**src/rtl/alu.sv**
```systemverilog
// Combinational 8-bit R-type ALU with registered zero/negative/carry/overflow flags.
// Define ALU_ALT_EN to enable the alternate op set (SUB/SLL/SRL/SRA) selected by instruction[3].
module alu #(
  parameter int DW = 8,
  parameter int IW = 8
) (
  input  logic          clk,
  input  logic          rst,
  input  logic [IW-1:0] instruction,
  input  logic [DW-1:0] rs1_data,
  input  logic [DW-1:0] rd_data,
  output logic [DW-1:0] out,
  output logic          flag_z,
  output logic          flag_n,
  output logic          flag_c,
  output logic          flag_v
);

  localparam logic [2:0] OP_R  = 3'b001;
  localparam logic [1:0] R_ADD = 2'b00;
  localparam logic [1:0] R_AND = 2'b01;
  localparam logic [1:0] R_OR  = 2'b10;
  localparam logic [1:0] R_XOR = 2'b11;

  logic [2:0]  opcode;
  logic [1:0]  funct;
  logic        alt_sel;
  logic        is_r;
  logic [DW:0] add_full;
  logic        c_next;
  logic        v_next;

  assign opcode = instruction[2:0];
  assign funct  = instruction[5:4];
  assign is_r   = (opcode == OP_R);

  // Register selects never reach the ALU; the alt bit is dead when the alternate ops are compiled out.
  logic unused_bits;
  assign unused_bits = ^{instruction[IW-1:6], instruction[3]};

  assign add_full = {1'b0, rd_data} + {1'b0, rs1_data};

`ifdef ALU_ALT_EN
  localparam int SHW = $clog2(DW);

  logic [DW:0]    sub_full;
  logic [SHW-1:0] sh;

  assign alt_sel  = instruction[3];
  assign sub_full = {1'b0, rd_data} - {1'b0, rs1_data};
  assign sh       = rs1_data[SHW-1:0];
`else
  assign alt_sel  = 1'b0;
`endif

  always_comb begin
    // NOTE: every output of this block gets a default first so no path leaves a latch behind.
    out    = '0;
    c_next = 1'b0;
    v_next = 1'b0;
    if (is_r) begin
      case ({alt_sel, funct})
        {1'b0, R_ADD}: begin
          out    = add_full[DW-1:0];
          c_next = add_full[DW];
          v_next = (rd_data[DW-1] == rs1_data[DW-1]) && (add_full[DW-1] != rd_data[DW-1]);
        end
        {1'b0, R_AND}: out = rd_data & rs1_data;
        {1'b0, R_OR }: out = rd_data | rs1_data;
        {1'b0, R_XOR}: out = rd_data ^ rs1_data;
`ifdef ALU_ALT_EN
        {1'b1, 2'b00}: begin
          out    = sub_full[DW-1:0];
          // Wrap-around into the extra bit is exactly the unsigned borrow.
          c_next = sub_full[DW];
          v_next = (rd_data[DW-1] != rs1_data[DW-1]) && (sub_full[DW-1] != rd_data[DW-1]);
        end
        {1'b1, 2'b01}: out = rd_data << sh;
        {1'b1, 2'b10}: out = rd_data >> sh;
        {1'b1, 2'b11}: out = $unsigned($signed(rd_data) >>> sh);
`endif
        default: out = '0;
      endcase
    end
  end

  // Flags track the last R-type result; other opcodes leave them untouched.
  always_ff @(posedge clk) begin
    // NOTE: sequential state uses non-blocking assignments so all flags update together at the edge.
    if (rst) begin
      flag_z <= 1'b0;
      flag_n <= 1'b0;
      flag_c <= 1'b0;
      flag_v <= 1'b0;
    end else if (is_r) begin
      flag_z <= (out == '0);
      flag_n <= out[DW-1];
      flag_c <= c_next;
      flag_v <= v_next;
    end
  end

endmodule

```
**config.mk**
```make
export PLATFORM = sky130hd
export DESIGN_NAME = alu
export DESIGN_NICKNAME = d
export VERILOG_FILES = /design/src/rtl/alu.sv
export SDC_FILE = /design/constraint.sdc
export NUM_CORES = 1
export LEC_CHECK = 0
export ABC_AREA = 1
export CAP_MARGIN = 0
export CORE_MARGIN = 2
export CORE_UTILIZATION = 49
export DETAILED_ROUTE_END_ITERATION = 6
export PLACE_DENSITY_LB_ADDON = 0.05
export RECOVER_POWER = 25
export SLEW_MARGIN = 20
export SYNTH_ARGS = -nofsm -noshare
export SYNTH_HDL_FRONTEND = slang
export SYNTH_SLANG_ARGS = --single-unit
```
**constraint.sdc**
```tcl
create_clock -name clk -period 6.1 [get_ports clk]
set_input_delay 1.22 -clock clk [delete_from_list [all_inputs] [get_ports clk]]
set_output_delay 1.22 -clock clk [all_outputs]
set_load 0.05 [all_outputs]
```
==> results of run 1 <==
-- worst max path at each step --
| stage | to | slack (ns) | cells past startpoint |
|---|---|---|---|
| 6_report | out[6] | 1.05 | 13 |
| 5_1_grt | out[6] | 0.87 | 13 |
| 4_1_cts | out[6] | 1.06 | 13 |
| 3_3_place_gp | out[6] | 1.10 | 13 |
| 2_1_floorplan | out[2] | 2.10 | 7 |
| 3_5_place_dp | out[6] | 1.07 | 13 |
-- power breakdown --
part / switching (mW) / internal, mW
Combinational: 0.0561 / 0.0404
Sequential: 0.000223 / 0.0268
Clock: 0.00995 / 0.0219
-- tightest hold or removal path, delay by kind of cell (launching register included) --
family / cells / cell delay, ns
flip-flops: 1 / 0.30
AND/OR/NAND/NOR: 1 / 0.06
AO/OA/AOI/OAI: 1 / 0.06
-- layout make-up --
| cell class | instances | share of cell area |
|---|---|---|
| sequential | 4 | 0.05456 |
| inverter | 48 | 0.1228 |
| clock buffer | 3 | 0.01535 |
| timing repair buffer | 34 | 0.2319 |
| multi-input combinational | 132 | 0.5524 |
| tap | 27 | 0.02302 |
-- state kept, by name, summed over array words and instances, names as in the netlist --
name and cells:
flag_z 1, flag_n 1, flag_c 1, flag_v 1
-- metrics by stage --
stage          hold slack [ns]  worst slack (ns)
6_report                0.4671             1.051
2_1_floorplan           0.6803             2.101
4_1_cts                 0.4705             1.064
3_5_place_dp            0.4620             1.074
3_3_place_gp            0.4533             1.101
5_1_grt                 0.5240            0.8731
-- synth_stat cells, drive strengths merged --
master,n
a21oi,7
dfxtp,4
fa,1
ha,16
inv,48
nand2,55
nand3,23
nand3b,1
nand4,2
nor2,19
o21ai,2
o22ai,3
or2,2
xor2,1
-- logic make-up after synthesis --
kind of cell               count (synthesis)  synth area share
and+or+nand+nor                          102            0.4837
xor gates and xnor gates                   1          0.008179
adders and majority gates                 17            0.2056
buffers and inverters                     48            0.1682
AOI/OAI and AO/OA                         12           0.05958
DFF                                        4           0.07477
-- routing by layer --
layer	up-vias	track usage
met1	512	0.2683
met5	-	0
met2	47	0.3925
met4	0	0.07207
met3	4	0.02083
li1	636	-
==> impl_metrics.env, run 1 <==
export IMPL_crit_top_cell="nand2_1"
export IMPL_r2r_start="flag_z$_SDFFE_PP0P_"
export IMPL_seqCellArea_sq_um=80.08
export IMPL_drv_cap=0
export IMPL_finalSetupTns_ns=0
export IMPL_gp_congestion=0.8811
export IMPL_multi_input_area_sq_um=810.8
export IMPL_max_freq_mhz=198.1
export IMPL_die_area_sq_um=2576
export IMPL_clkTransAtPathRegs_ns=0.03
export IMPL_mostFrequentLayoutCell="nand2_1"
export IMPL_postCtsResizedCells=0
export IMPL_crit_arrival_ns=3.83
export IMPL_synth_area_leaders="ha_1, nand2_1, inv_1"
export IMPL_synth_nets=227
export IMPL_grt_max_degree=11
export IMPL_drtAntennaViolNets=0
export IMPL_critPathLaunchType="input pin"
export IMPL_grt_pass1_wl_mm=4.422
export IMPL_finalCritPeriodShare=0.8276
export IMPL_pwr_density_cell_nw_per_um2=105.9
export IMPL_synth_seq_cells=4
export IMPL_hold_class="flop to flop"
export IMPL_synthCells=184
export IMPL_critPathBufInv=3
export IMPL_syn_to_final_growth_pct=37.03
export IMPL_required_ns=4.88
export IMPL_layout_cells_non_filler=248
export IMPL_post_drt_wl_per_cell_um=10.07
export IMPL_worst_pin_slew_ns=0.5036
export IMPL_netlist_area_leader_share=0.1869
export IMPL_root_buffer="clkbuf_4"
export IMPL_routed_wl_mm=2.498
export IMPL_synth_cell_types=22
export IMPL_relSlewSlack=0.6632
export IMPL_layout_common_cells="nand2_1, inv_1, clkdlybuf4s50_1, nand3_1, ha_1"
export IMPL_r2r_cells=4
export IMPL_routed_via_density=4.835
export IMPL_rows=16
export IMPL_syn_area_sq_um=1071
export IMPL_slew_violations=0
export IMPL_wl_met1_mm=1.134
export IMPL_routed_wl_met2_mm=1.191
export IMPL_grtUsageTotal=0.2180
export IMPL_drc=0
export IMPL_placed_area_sq_um=1445
export IMPL_run_status="finished clean"
export IMPL_yosysSeqAreaShare=0.07477
export IMPL_crit_type="input pin to primary output"
export IMPL_crit_chain="clkdlybuf4s50_1 -> ha_1 -> fa_1 -> nand3_1 -> nand3_1 -> nand2_1 -> nand2_1 -> nand2_1 -> nand3_1 -> nand2_1 -> nand2_1 -> inv_1 -> clkdlybuf4s50_1"
export IMPL_port_buffers=34
export IMPL_crit_fanout=3
export IMPL_drt_iter0_markers=31
export IMPL_clock_latency_ns=0.23
export IMPL_hold_path_depth=2
export IMPL_nFillCells=184
export IMPL_antenna_cells=0
export IMPL_route_vias_total=1199
export IMPL_p_leak_nw=0.8306
export IMPL_synth_largest_area_cell="ha_1"
export IMPL_rr_endpoint="flag_z$_SDFFE_PP0P_"
export IMPL_final_cell_area_sq_um=1468
export IMPL_cts_setup_buffers=0
export IMPL_wl_met3_um=139
export IMPL_dp_hpwl_mm=2.150
export IMPL_grt_overflow_total=0
export IMPL_ios=38
export IMPL_grt_antenna_before_repair=0
export IMPL_die_w_um=50.75
export IMPL_fp_coreArea_sq_um=2002
export IMPL_crit_path_top_delay_cell="clkdlybuf4s50_1"
export IMPL_clock_sinks=4
export IMPL_final_hold_viol_count=0
export IMPL_p_total_uw=155.4
export IMPL_cts_hold_buf=0
export IMPL_cts_buffers=3
export IMPL_setup_viol=0
export IMPL_skew_ns=0
export IMPL_ir_worst_vdd_v=0.00007498
export IMPL_final_core_util=0.7331
export IMPL_clockBufferDepth=2
export IMPL_period_needed_ns=5.049
export IMPL_r2r_slack_ns=5.43
export IMPL_nets=266
export IMPL_cts_tree="built"
export IMPL_drt_pass1_iterations=4
export IMPL_dp_cells=245
export IMPL_h_tree_depth=1
export IMPL_startpoint="rs1_data[0]"
export IMPL_grt_pass1_vias=1112
export IMPL_drive_gt1_frac=0.1357
export IMPL_top_layer_used="met4"
export IMPL_worst_setup_path_end_kind="primary output"
export IMPL_min_from="flag_v$_SDFFE_PP0P_"
export IMPL_start_util=0.5350
export IMPL_yosysWarnings=0
export IMPL_slowest_delay_ns=0.78
export IMPL_critPathTopFamily="buffers and inverters"
export IMPL_worstHoldEndpoint="flag_v$_SDFFE_PP0P_"
export IMPL_avgSynthCellArea_sq_um=5.821
export IMPL_die_h_um=50.75
export IMPL_rsz0062_at_grt="false"
Note: power is estimated with default switching activity, not from simulation.
==> run 2, diff against run 1 <==
--- a/config.mk
+++ b/config.mk
@@ -8,7 +8,7 @@
 export ABC_AREA = 1
 export CAP_MARGIN = 0
 export CORE_MARGIN = 2
-export CORE_UTILIZATION = 49
+export CORE_UTILIZATION = 45
 export DETAILED_ROUTE_END_ITERATION = 6
 export PLACE_DENSITY_LB_ADDON = 0.05
 export RECOVER_POWER = 25
==> constraint.sdc (replaced) <==
create_clock -name clk -period 5.3 [get_ports clk]
set_input_delay 1.06 -clock clk [delete_from_list [all_inputs] [get_ports clk]]
set_output_delay 1.06 -clock clk [all_outputs]
set_load 0.05 [all_outputs]
==> run 2 against run 1 <==
Sequential share of layout area barely moved; critical endpoint unchanged; highest routed layer unchanged; sequential power increased by 15%; clock power grew 18%; non-clock buffer count did not move.
==> impl_metrics.env, run 2 (synthesis results as in run 1) <==
export IMPL_ios=38
export IMPL_die_area_sq_um=2786
export IMPL_clock_latency_ns=0.23
export IMPL_cts_hold_buf=0
export IMPL_fin_ws_ns=0.6066
export IMPL_grt_pass1_vias=1058
export IMPL_post_drt_wl_per_cell_um=10.02
export IMPL_min_from="flag_v$_SDFFE_PP0P_"
export IMPL_worstHoldEndpoint="flag_v$_SDFFE_PP0P_"
export IMPL_h_tree_depth=1
export IMPL_required_ns=4.24
export IMPL_routed_via_density=4.779
export IMPL_crit_fanout=3
export IMPL_crit_arrival_ns=3.63
export IMPL_crit_type="input pin to primary output"
export IMPL_hold_ws_ns=0.4581
export IMPL_mostFrequentLayoutCell="nand2_1"
export IMPL_clkTransAtPathRegs_ns=0.04
export IMPL_grt_overflow_total=0
export IMPL_crit_top_cell="nand2_1"
export IMPL_gp_congestion=0.8628
export IMPL_period_needed_ns=4.693
export IMPL_r2r_start="flag_n$_SDFFE_PP0P_"
export IMPL_drive_gt1_frac=0.1357
export IMPL_relSlewSlack=0.6452
export IMPL_dp_hpwl_mm=2.143
export IMPL_routed_wl_mm=2.496
export IMPL_setup_viol=0
export IMPL_layout_common_cells="nand2_1, inv_1, clkdlybuf4s50_1, nand3_1, ha_1"
export IMPL_slowest_delay_ns=0.79
export IMPL_ir_worst_vdd_v=0.00009388
export IMPL_die_w_um=52.79
export IMPL_clock_sinks=4
export IMPL_drv_cap=0
export IMPL_drt_pass1_iterations=4
export IMPL_clockBufferDepth=2
export IMPL_finalSetupTns_ns=0
export IMPL_r2r_slack_ns=4.65
export IMPL_root_buffer="clkbuf_4"
export IMPL_crit_path_top_delay_cell="clkdlybuf4s50_1"
export IMPL_postCtsResizedCells=0
export IMPL_p_total_uw=179.4
export IMPL_port_buffers=34
export IMPL_antenna_cells=0
export IMPL_run_status="finished clean"
export IMPL_grt_pass1_wl_mm=4.291
export IMPL_worst_pin_slew_ns=0.5304
export IMPL_startpoint="rs1_data[0]"
export IMPL_cts_tree="built"
export IMPL_p_leak_nw=0.8306
export IMPL_grt_max_degree=11
export IMPL_drt_iter0_markers=28
export IMPL_syn_to_final_growth_pct=37.15
export IMPL_hold_path_depth=2
export IMPL_worst_setup_path_end_kind="primary output"
export IMPL_hold_class="flop to flop"
export IMPL_crit_chain="clkdlybuf4s50_1 -> ha_1 -> fa_1 -> nand3_1 -> nand3_1 -> nand2_1 -> nand2_1 -> nand2_1 -> nand3_1 -> nand2_1 -> nand2_1 -> inv_1 -> clkdlybuf4s50_1"
export IMPL_die_h_um=52.79
export IMPL_grt_antenna_before_repair=0
export IMPL_finalCritPeriodShare=0.8856
export IMPL_rsz0062_at_grt="false"
export IMPL_grtUsageTotal=0.2028
export IMPL_pwr_density_cell_nw_per_um2=122.1
export IMPL_final_hold_viol_count=0
export IMPL_nFillCells=227
export IMPL_rr_endpoint="flag_n$_SDFFE_PP0P_"
export IMPL_max_freq_mhz=213.1
export IMPL_r2r_cells=4
export IMPL_drtAntennaViolNets=0
export IMPL_pre_cts_slack_ns=0.6113
export IMPL_drc=0
export IMPL_slew_violations=0
export IMPL_cts_setup_buffers=0
export IMPL_start_util=0.4796
export IMPL_rows=17
export IMPL_route_vias_total=1190
export IMPL_fp_coreArea_sq_um=2233
export IMPL_final_core_util=0.6577
export IMPL_skew_ns=0
export IMPL_nets=266
export IMPL_critPathLaunchType="input pin"
export IMPL_cts_buffers=3
run 2: cell counts in the layout (fill, tap and decap cells not counted):
Identical to the previous run, type by type.
run 2: through the flow:
stage,area [sq um],cells
5_1_grt,1469,249
3_5_place_dp,1446,246
4_1_cts,1469,249
3_3_place_gp,1446,246
6_report,1469,249
2_1_floorplan,1071,184
run 2: worst max-delay path, delay by kind of cell:
kind / cells / cell delay [ns]
buffers and inverters: 3 / 1.27
adders and majority gates: 2 / 0.67
and+or+nand+nor: 8 / 0.65
run 2: worst max path at each step:
stage | endpoint | slack (ns)
4_1_cts | out[6] | 0.60
2_1_floorplan | out[2] | 1.62
3_5_place_dp | out[6] | 0.61
5_1_grt | out[6] | 0.41
6_report | out[6] | 0.61
3_3_place_gp | out[6] | 0.62
run 2: area by class of cell:
| type | count | area (sq um) | share of cell area |
|---|---|---|---|
| clock buffer | 3 | 22.52 | 0.01533 |
| inverter | 48 | 180.2 | 0.1227 |
| multi-input combinational | 132 | 810.8 | 0.5520 |
| sequential | 4 | 80.08 | 0.05451 |
| tap | 28 | 35.03 | 0.02385 |
| timing repair buffer | 34 | 340.3 | 0.2317 |
run 2: per-layer routing:
| metal | up-vias | wire length, um | part of all wire | track usage |
|---|---|---|---|---|
| li1 | 637 | - | - | - |
| met4 | 0 | 21 | 0.0084 | 0.06838 |
| met1 | 507 | 1117 | 0.45 | 0.2492 |
| met3 | 2 | 202 | 0.081 | 0.01143 |
| met5 | - | 0 | 0 | 0 |
| met2 | 44 | 1155 | 0.46 | 0.3688 |
run 2: report_power, final:
group	internal, mW	switching, mW
sequential	0.0309	0.000255
clock	0.0253	0.0124
combinational	0.0465	0.0640
total	0.103	0.0766
